===== src/rtl/game_turn_ctrl.sv =====
// game_turn_ctrl: two-player dice race turn sequencer.
// Rolls a dice, publishes the active player's target x, waits for the animation.
module game_turn_ctrl #(
  parameter int START_X        = 20,
  parameter int FLAG_X         = 620,
  parameter int STEP_PX        = 40,
  parameter int TIMEOUT_CYCLES = 1048575
) (
  input  logic       clk,
  input  logic       rst,
  input  logic       roll_btn,
  input  logic       new_game,
  input  logic [2:0] dice_override,
  input  logic       turn_done,
  output logic [9:0] player1_pos_x,
  output logic [9:0] player2_pos_x,
  output logic       pos_valid,
  output logic       active_player,
  output logic [2:0] dice_value,
  output logic       busy,
  output logic       winner_valid,
  output logic       winner_id,
  output logic       timeout_flag
);

  localparam int CW = $clog2(TIMEOUT_CYCLES + 1);

  localparam logic [CW-1:0] TMO_LAST =
    CW'(TIMEOUT_CYCLES - 1);

  localparam logic [9:0]  START10 = 10'(START_X);
  localparam logic [9:0]  FLAG10  = 10'(FLAG_X);
  localparam logic [10:0] FLAG11  = 11'(FLAG_X);
  localparam logic [10:0] STEP11  = 11'(STEP_PX);

  typedef enum logic [2:0] {
    S_IDLE,
    S_ROLL,
    S_ISSUE,
    S_WAIT,
    S_NEXT,
    S_OVER
  } state_t;

  state_t state;
  state_t state_nx;

  logic          roll_prev;
  logic          roll_edge;
  logic [7:0]    lfsr;
  logic          lfsr_fb;
  logic [2:0]    rnd_dice;
  logic          ovr_ok;
  logic [CW-1:0] tmo_cnt;
  logic          tmo_hit;
  logic          ng_ok;
  logic [9:0]    act_pos;
  logic [10:0]   sum11;
  logic [9:0]    target;
  logic          at_flag;

  assign roll_edge = roll_btn & ~roll_prev;

  assign lfsr_fb = lfsr[7] ^ lfsr[5]
                 ^ lfsr[4] ^ lfsr[3];

  assign rnd_dice = 3'(lfsr % 8'd6) + 3'd1;

  assign ovr_ok = (dice_override != 3'd0)
               && (dice_override != 3'd7);

  assign tmo_hit = (tmo_cnt == TMO_LAST);

  assign ng_ok = new_game
              && ((state == S_IDLE)
               || (state == S_OVER));

  assign act_pos = active_player
                 ? player2_pos_x
                 : player1_pos_x;

  // Widened add so a near-flag position cannot wrap before the clamp.
  assign sum11 = {1'b0, act_pos}
               + 11'(dice_value) * STEP11;

  assign target = (sum11 > FLAG11)
                ? FLAG10
                : sum11[9:0];

  assign at_flag = (act_pos == FLAG10);

  // State register.
  always_ff @(posedge clk) begin
    if (rst) begin
      state <= S_IDLE;
    end else begin
      state <= state_nx;
    end
  end

  // Next-state logic; new_game outranks a roll request in IDLE.
  always_comb begin
    state_nx = state;
    unique case (state)
      S_IDLE: begin
        if (new_game) begin
          state_nx = S_IDLE;
        end else if (roll_edge) begin
          state_nx = S_ROLL;
        end
      end
      S_ROLL: begin
        state_nx = S_ISSUE;
      end
      S_ISSUE: begin
        state_nx = S_WAIT;
      end
      S_WAIT: begin
        if (turn_done || tmo_hit) begin
          state_nx = S_NEXT;
        end
      end
      S_NEXT: begin
        state_nx = at_flag ? S_OVER : S_IDLE;
      end
      S_OVER: begin
        if (new_game) begin
          state_nx = S_IDLE;
        end
      end
      default: begin
        state_nx = S_IDLE;
      end
    endcase
  end

  // Moore outputs decoded from the current state.
  always_comb begin
    pos_valid    = (state == S_ISSUE);
    busy         = (state != S_IDLE)
                && (state != S_OVER);
    winner_valid = (state == S_OVER);
  end

  // Free-running dice source; taps keep it out of the all-zero lockup.
  always_ff @(posedge clk) begin
    if (rst) begin
      lfsr <= 8'hA5;
    end else begin
      lfsr <= {lfsr[6:0], lfsr_fb};
    end
  end

  // Previous roll_btn sample for edge detection.
  always_ff @(posedge clk) begin
    if (rst) begin
      roll_prev <= 1'b0;
    end else begin
      roll_prev <= roll_btn;
    end
  end

  // Wait counter; held at zero outside WAIT so every wait starts fresh.
  always_ff @(posedge clk) begin
    if (rst) begin
      tmo_cnt <= '0;
    end else if (state != S_WAIT) begin
      tmo_cnt <= '0;
    end else begin
      tmo_cnt <= tmo_cnt + CW'(1);
    end
  end

  // Dice latch on the accepted roll request.
  always_ff @(posedge clk) begin
    if (rst) begin
      dice_value <= 3'd0;
    end else if (ng_ok) begin
      dice_value <= 3'd0;
    end else if ((state == S_IDLE) && roll_edge) begin
      dice_value <= ovr_ok ? dice_override : rnd_dice;
    end
  end

  // Player targets; only the active player's register is loaded.
  always_ff @(posedge clk) begin
    if (rst) begin
      player1_pos_x <= START10;
      player2_pos_x <= START10;
    end else if (ng_ok) begin
      player1_pos_x <= START10;
      player2_pos_x <= START10;
    end else if (state == S_ROLL) begin
      if (active_player) begin
        player2_pos_x <= target;
      end else begin
        player1_pos_x <= target;
      end
    end
  end

  // Turn ownership and the winner record at the end of a turn.
  always_ff @(posedge clk) begin
    if (rst) begin
      active_player <= 1'b0;
      winner_id     <= 1'b0;
    end else if (ng_ok) begin
      active_player <= 1'b0;
    end else if (state == S_NEXT) begin
      if (at_flag) begin
        winner_id <= active_player;
      end else begin
        active_player <= ~active_player;
      end
    end
  end

  // Sticky timeout; a turn_done in the expiring cycle still counts.
  always_ff @(posedge clk) begin
    if (rst) begin
      timeout_flag <= 1'b0;
    end else if (ng_ok) begin
      timeout_flag <= 1'b0;
    end else if ((state == S_WAIT)
              && !turn_done && tmo_hit) begin
      timeout_flag <= 1'b1;
    end
  end

endmodule


===== config.mk =====
export PLATFORM = sky130hd
export DESIGN_NAME = game_turn_ctrl
export DESIGN_NICKNAME = d
export VERILOG_FILES = /design/src/rtl/game_turn_ctrl.sv
export SDC_FILE = /design/constraint.sdc
export NUM_CORES = 1
export LEC_CHECK = 0
export BUFFER_PORTS_ARGS = -buffer_cell sky130_fd_sc_hd__buf_2
export CORE_MARGIN = 2
export CORE_UTILIZATION = 55
export DETAILED_ROUTE_END_ITERATION = 6
export GPL_TIMING_DRIVEN = 1
export PLACE_DENSITY = 0.83
export SKIP_LAST_GASP = 1
export SLEW_MARGIN = 0
export SYNTH_ARGS = -nofsm -noshare
export SYNTH_HDL_FRONTEND = slang
export SYNTH_SLANG_ARGS = --single-unit

===== constraint.sdc =====
create_clock -name clk -period 6.6 [get_ports clk]
set_clock_uncertainty 0.2 [all_clocks]
set_input_delay 0.66 -clock clk [delete_from_list [all_inputs] [get_ports clk]]
set_output_delay 0.66 -clock clk [all_outputs]
set_load 0.01 [all_outputs]

# After elaboration in Yosys (flattened, before gate mapping)
# Cells that the tools add are included.
[totals]
register_bits = 58
latch_bits = 0
ram_bits = 0
rom_bits = 0
output_inout_bits = 29
wordCells = 65
n_memories = 0
[op_classes]
n_addsub = 3
mul = 1
n_div = 1
order_cmp = 1
n_eq_ne = 13
shifts = 0
muxes = 9
bitwise_logic = 8
n_reduce_logical = 19
[op_table]
columns = ["op", "count"]
rows = [
  ["$add 20x1->20 const B", 1],
  ["$eq 20x20->1 const B", 1],
  ["$mux 10", 2],
  ["$mux 3", 6],
  ["$pmux 3 s6", 1],
  ["$add 10x9->11", 1],
  ["$gt 11x10->1 const B", 1],
  ["$eq 10x10->1 const B", 1],
  ["$ne 3x3->1 const B", 3],
  ["$mod 8x3->8 const B", 1],
  ["$eq 3x2->1 const B", 2],
  ["$eq 3x3->1 const B", 2],
  ["$logic_and 1x1->1", 6],
  ["$mul 3x3->6 const B", 1],
  ["$reduce_and 2->1", 3],
  ["$reduce_and 3->1", 2],
  ["$reduce_bool 3->1", 2],
  ["$ne 2x2->1 const B", 2],
  ["$not 1->1", 4],
  ["$reduce_or 2->1", 2],
  ["$add 3x1->3 const B", 1],
  ["$eq 3x1->1 const B", 1],
  ["$logic_not 3->1", 1],
  ["$ne 3x2->1 const B", 1],
  ["4 further kinds", 7],
]

# Logic depth before layout (Yosys ltp)
[logic_depth]
word_depth = 5
depth_mapped = 12
depth_no_buf = 11

# Worst setup path after synthesis
# Ideal clock, no wire load.
[synth_path]
kind = "reg-to-reg"
startpoint = "register active_player"
endpoint = "register player1_pos_x[3]"
setup_ps = 86
arrival_ps = 3075
t_required_ps = 6314
setup_slack_ps = 3239
path_stages_with_launch = 13
n_path_buf = 2
period_less_slack_ps = 3361
path_cell_list = "dfxtp_1 -> buf_2 -> buf_1 -> mux2_2 -> ha_1 -> fa_1 -> a21o_1 -> a21oi_1 -> xnor2_1 -> o21ba_1 -> a31oi_4 -> nor2_1 -> a211oi_1"
[synth_via]
elab_chain_cells = 4
elab_cells_between_ends = 6
classes_between = "add/sub: 1; order compare: 1; mux: 2; bitwise: 1; reduce/logical: 1"
[synth_lines]
columns = ["item", "line_no", "text"]
rows = [
  ["start, declared", "18", "output logic active_player,"],
  ["start signal, assigned", "213", "active_player <= ~active_player;"],
  ["$mux 10", "79", "? player2_pos_x"],
  ["$add 10x9->11", "84", "+ 11'(dice_value) * STEP11;"],
  ["$gt 11x10->1", "86", "assign target = (sum11 > FLAG11)"],
  ["$mux 10", "87", "? FLAG10"],
  ["end signal, assigned", "197", "player1_pos_x <= target;"],
  ["end, declared", "15", "output logic [9:0] player1_pos_x,"],
]
# Parallel ways exist; a longest one is shown, timed or not.
# A chain may end at the register's enable or synchronous reset.

# Worst setup path in the final report
[layout_path]
startpoint = "register active_player"
endpoint = "register player2_pos_x[3]"
[layout_via]
elab_chain_cells = 4
elab_cells_between_ends = 5
classes_between = "add/sub: 1; order compare: 1; mux: 2; reduce/logical: 1"
[layout_lines]
columns = ["item", "line_no", "text"]
rows = [
  ["$mux 10", "79", ""],
  ["$add 10x9->11", "84", ""],
  ["$gt 11x10->1", "86", ""],
  ["$mux 10", "87", ""],
  ["end signal, assigned", "195", "player2_pos_x <= target;"],
  ["end, declared", "16", "output logic [9:0] player2_pos_x,"],
]
# Parallel ways exist; a longest one is shown, timed or not.

==> results.sh <==
export IMPL_switching_power_uw=265
export IMPL_cts_tree="done"
export IMPL_post_route_clock_period_utilization=0.547
export IMPL_placementRows=27
export IMPL_synth_sequential_area_ratio=0.365
export IMPL_worst_margin_slew_ns=0.800
export IMPL_start_util=0.574
export IMPL_detailedPlacementHpwl_um=4890
export IMPL_clk_root_buffer_cell="sky130_fd_sc_hd__clkbuf_8"
export IMPL_setup_tns_ns=0
export IMPL_achievable_frequency_mhz=277
export IMPL_finalWeightedCongestion=0.875
export IMPL_power_density_nw_per_um2=250
export IMPL_grt_antenna_before_repair=0
export IMPL_wl_um=6890
export IMPL_avgSynthCellArea_um2=8.42
export IMPL_design_die_area_um2=6410
export IMPL_grt_start_max_net_pins=23
export IMPL_clk_latency_ns=0.33
export IMPL_synthesis_area_um2=3180
export IMPL_synth_area_top_cells="sky130_fd_sc_hd__dfxtp_1 (36%), sky130_fd_sc_hd__nor2_1 (7.1%), sky130_fd_sc_hd__xor2_1 (5.2%)"
export IMPL_timing_max_slew_rel_slack=0.465
export IMPL_die_y_um=80.1
export IMPL_route_detailed_vias_per_inst=5.68
export IMPL_grt_pass1_vias=2504
export IMPL_mappedNetlistNets=399
export IMPL_rsz0062_at_grt="no"
export IMPL_fillerInstances=461
export IMPL_synthArstFlopShare=0
export IMPL_grt_ovfl_total=0
export IMPL_synth_edf_count=0
export IMPL_setup_viol=0
export IMPL_switching_share=0.296
export IMPL_global_route_wire_length_before_repair_um=11100
export IMPL_irDropWorstVdd_mv=0.164
export IMPL_num_antenna_cells=0
export IMPL_regArea_um2=1160
export IMPL_ratio_of_cells_with_drive_above_1_in_the_final_layout=0.167
export IMPL_share_of_the_synthesized_area_in_the_top_cell_type=0.365
export IMPL_fp_dieW_um=80.1
export IMPL_hold_class="flop to flop"
export IMPL_clock_network_power_share=0.349
export IMPL_num_nets_final=430
export IMPL_cts_htree_levels=3
export IMPL_multiInputGateArea_um2=1920
export IMPL_p_leak_nw=1.41
export IMPL_final_critical_path_required_period_ns=3.61
export IMPL_final_antenna_violating_net_count=0
export IMPL_final_hold_violation_count=0
export IMPL_finalHoldWorstSlack_ns=0.289
export IMPL_comb_power_share=0.207
export IMPL_cts_hold_buffers=0
export IMPL_syn2layout_area_growth_pct=12.3
export IMPL_outcome="complete, no violations"
export IMPL_dr_pass1_iters=4
export IMPL_top_ff_cell_synth="sky130_fd_sc_hd__dfxtp_1"
export IMPL_critPathArrivalTime_ns=3.65
export IMPL_cp_required_ns=6.64
export IMPL_finalMaxSlewViolations=0
export IMPL_top_level_ports=37
export IMPL_globalRouteTotalUtil=0.222
export IMPL_setup_worst_path_start_class="flop"
export IMPL_core_region_area_um2=5540
export IMPL_post_synth_num_cell_types=56
export IMPL_wire_per_inst_um=14.2
export IMPL_drv_max_cap_violation_count=0
export IMPL_power_report_internal_total_uw=629
export IMPL_routed_via_count=2755
export IMPL_post_cts_resized_instances=0
export IMPL_worst_path_max_fanout=20
export IMPL_cts_made_buffers=9
export IMPL_cts_buffer_depth=2
export IMPL_number_of_buffers_added_for_setup_after_cts=0
export IMPL_yosysWarningCount=0
export IMPL_yosys_area_top_type="sky130_fd_sc_hd__dfxtp_1"
export IMPL_final_cell_mix="sky130_fd_sc_hd__nor2_1 (60), sky130_fd_sc_hd__dfxtp_1 (58), sky130_fd_sc_hd__buf_2 (36), sky130_fd_sc_hd__nand2_1 (24), sky130_fd_sc_hd__xor2_1 (19)"
export IMPL_netlist_instances=378
export IMPL_setup_worst_path_class="flop to flop"
export IMPL_cts_clk_slew_worst_paths_ns=0.06
export IMPL_io_buffer_count=36
export IMPL_sequential_share_of_power=0.444
export IMPL_synth_ff_latch_count=58
export IMPL_most_common_cell_after_layout_fill_and_taps_aside="sky130_fd_sc_hd__nor2_1"
export IMPL_clkSinkCount=58
export IMPL_worstSetupEndpointType="flop"
export IMPL_drt_iter0_drc=140
export IMPL_drc=0
-- cells by family after synthesis --
kind of cell    count (synthesis)  share of synthesized area
mux                            13                     0.0433
flops                          58                      0.365
xor+xnor                       30                     0.0826
simple gates                  168                      0.270
buf+inv                        26                     0.0326
fa+ha+maj                      13                     0.0535
compound gates                 70                      0.153
-- synthesized netlist by cell type, drive strengths merged, types with 4 or more instances --
cell	number
nand3b	5
nand2	24
mux2i	7
a21oi	16
nand4	5
o21ai	18
a211oi	11
buf	6
nor2b	11
xor2	19
clkbuf	11
and3	5
dfxtp	58
xnor2	11
mux2	6
and2	7
nor2	60
or3	4
ha	12
inv	9
nand2b	7
nand3	13
nor3	11
-- flip-flops by register name, indices dropped and copies added, names as in the netlist --
register and cells:
active_player 1, dice_value 3, lfsr 8, player1_pos_x 10, player2_pos_x 10, roll_prev 1, state 3, timeout_flag 1
tmo_cnt 20, winner_id 1
-- worst paths after layout --
check | start | to | slack (ns) | cells past startpoint
worst max register to register | active_player$_SDFFE_PP0P_ | player2_pos_x[3]$_SDFFE_PP0P_ | 2.99 | 10
worst min-delay path | tmo_cnt[0]$_SDFF_PP0_ | tmo_cnt[0]$_SDFF_PP0_ | 0.29 | 1
worst max-delay path | active_player$_SDFFE_PP0P_ | player2_pos_x[3]$_SDFFE_PP0P_ | 2.99 | 10
worst min register to register | tmo_cnt[0]$_SDFF_PP0_ | tmo_cnt[0]$_SDFF_PP0_ | 0.29 | 1
-- metal layers --
layer / vias up / track usage / part of all wire
met4: 0 / 0.0881 / 0.016
li1: 1387 / - / -
met3: 12 / 0.0539 / 0.059
met5: - / 0 / 0
met1: 1282 / 0.299 / 0.48
met2: 74 / 0.342 / 0.45
-- worst max-delay path: stages, from the launching register on --
cell                       delay [ns]
sky130_fd_sc_hd__dfxtp_1         0.82
sky130_fd_sc_hd__mux2_2          0.41
sky130_fd_sc_hd__ha_1            0.22
sky130_fd_sc_hd__fa_1            0.41
sky130_fd_sc_hd__a21o_1          0.21
sky130_fd_sc_hd__a21oi_1         0.20
sky130_fd_sc_hd__xnor2_1         0.16
sky130_fd_sc_hd__o21ba_1         0.20
sky130_fd_sc_hd__a31oi_4         0.34
sky130_fd_sc_hd__nor2_1          0.11
sky130_fd_sc_hd__a211oi_1        0.23
-- area by class of cell --
type / instances / area share
Tap cell: 72 / 0.0252
Clock buffer: 12 / 0.0406
Multi-Input combinational cell: 294 / 0.536
Timing Repair Buffer: 37 / 0.0525
Inverter: 9 / 0.00945
Clock inverter: 3 / 0.0112
Sequential cell: 58 / 0.325
-- power by group through the flow --
stage	Combinational [mW]	Sequential, mW	Clock, mW
CTS	0.184	0.396	0.319
global placement	0.178	0.402	0
detailed placement	0.182	0.403	0
floorplan	0.152	0.390	0
global route	0.207	0.400	0.333
finish	0.185	0.397	0.312
-- stage by stage --
step                      setup WS (ns)  utilization  std cells  power [mW]  instance area (um2)
after floorplan                    3.24            -        378       0.541                 3180
after global placement             3.22        0.612        470       0.581                 3390
after detailed placement           3.05        0.612        470       0.585                 3390
after CTS                          3.04        0.645        485       0.898                 3570
after global routing               2.78        0.645        485       0.940                 3570
final                              2.99        0.645        485       0.893                 3570
No activity file was read; power rests on OpenSTA's default activity.
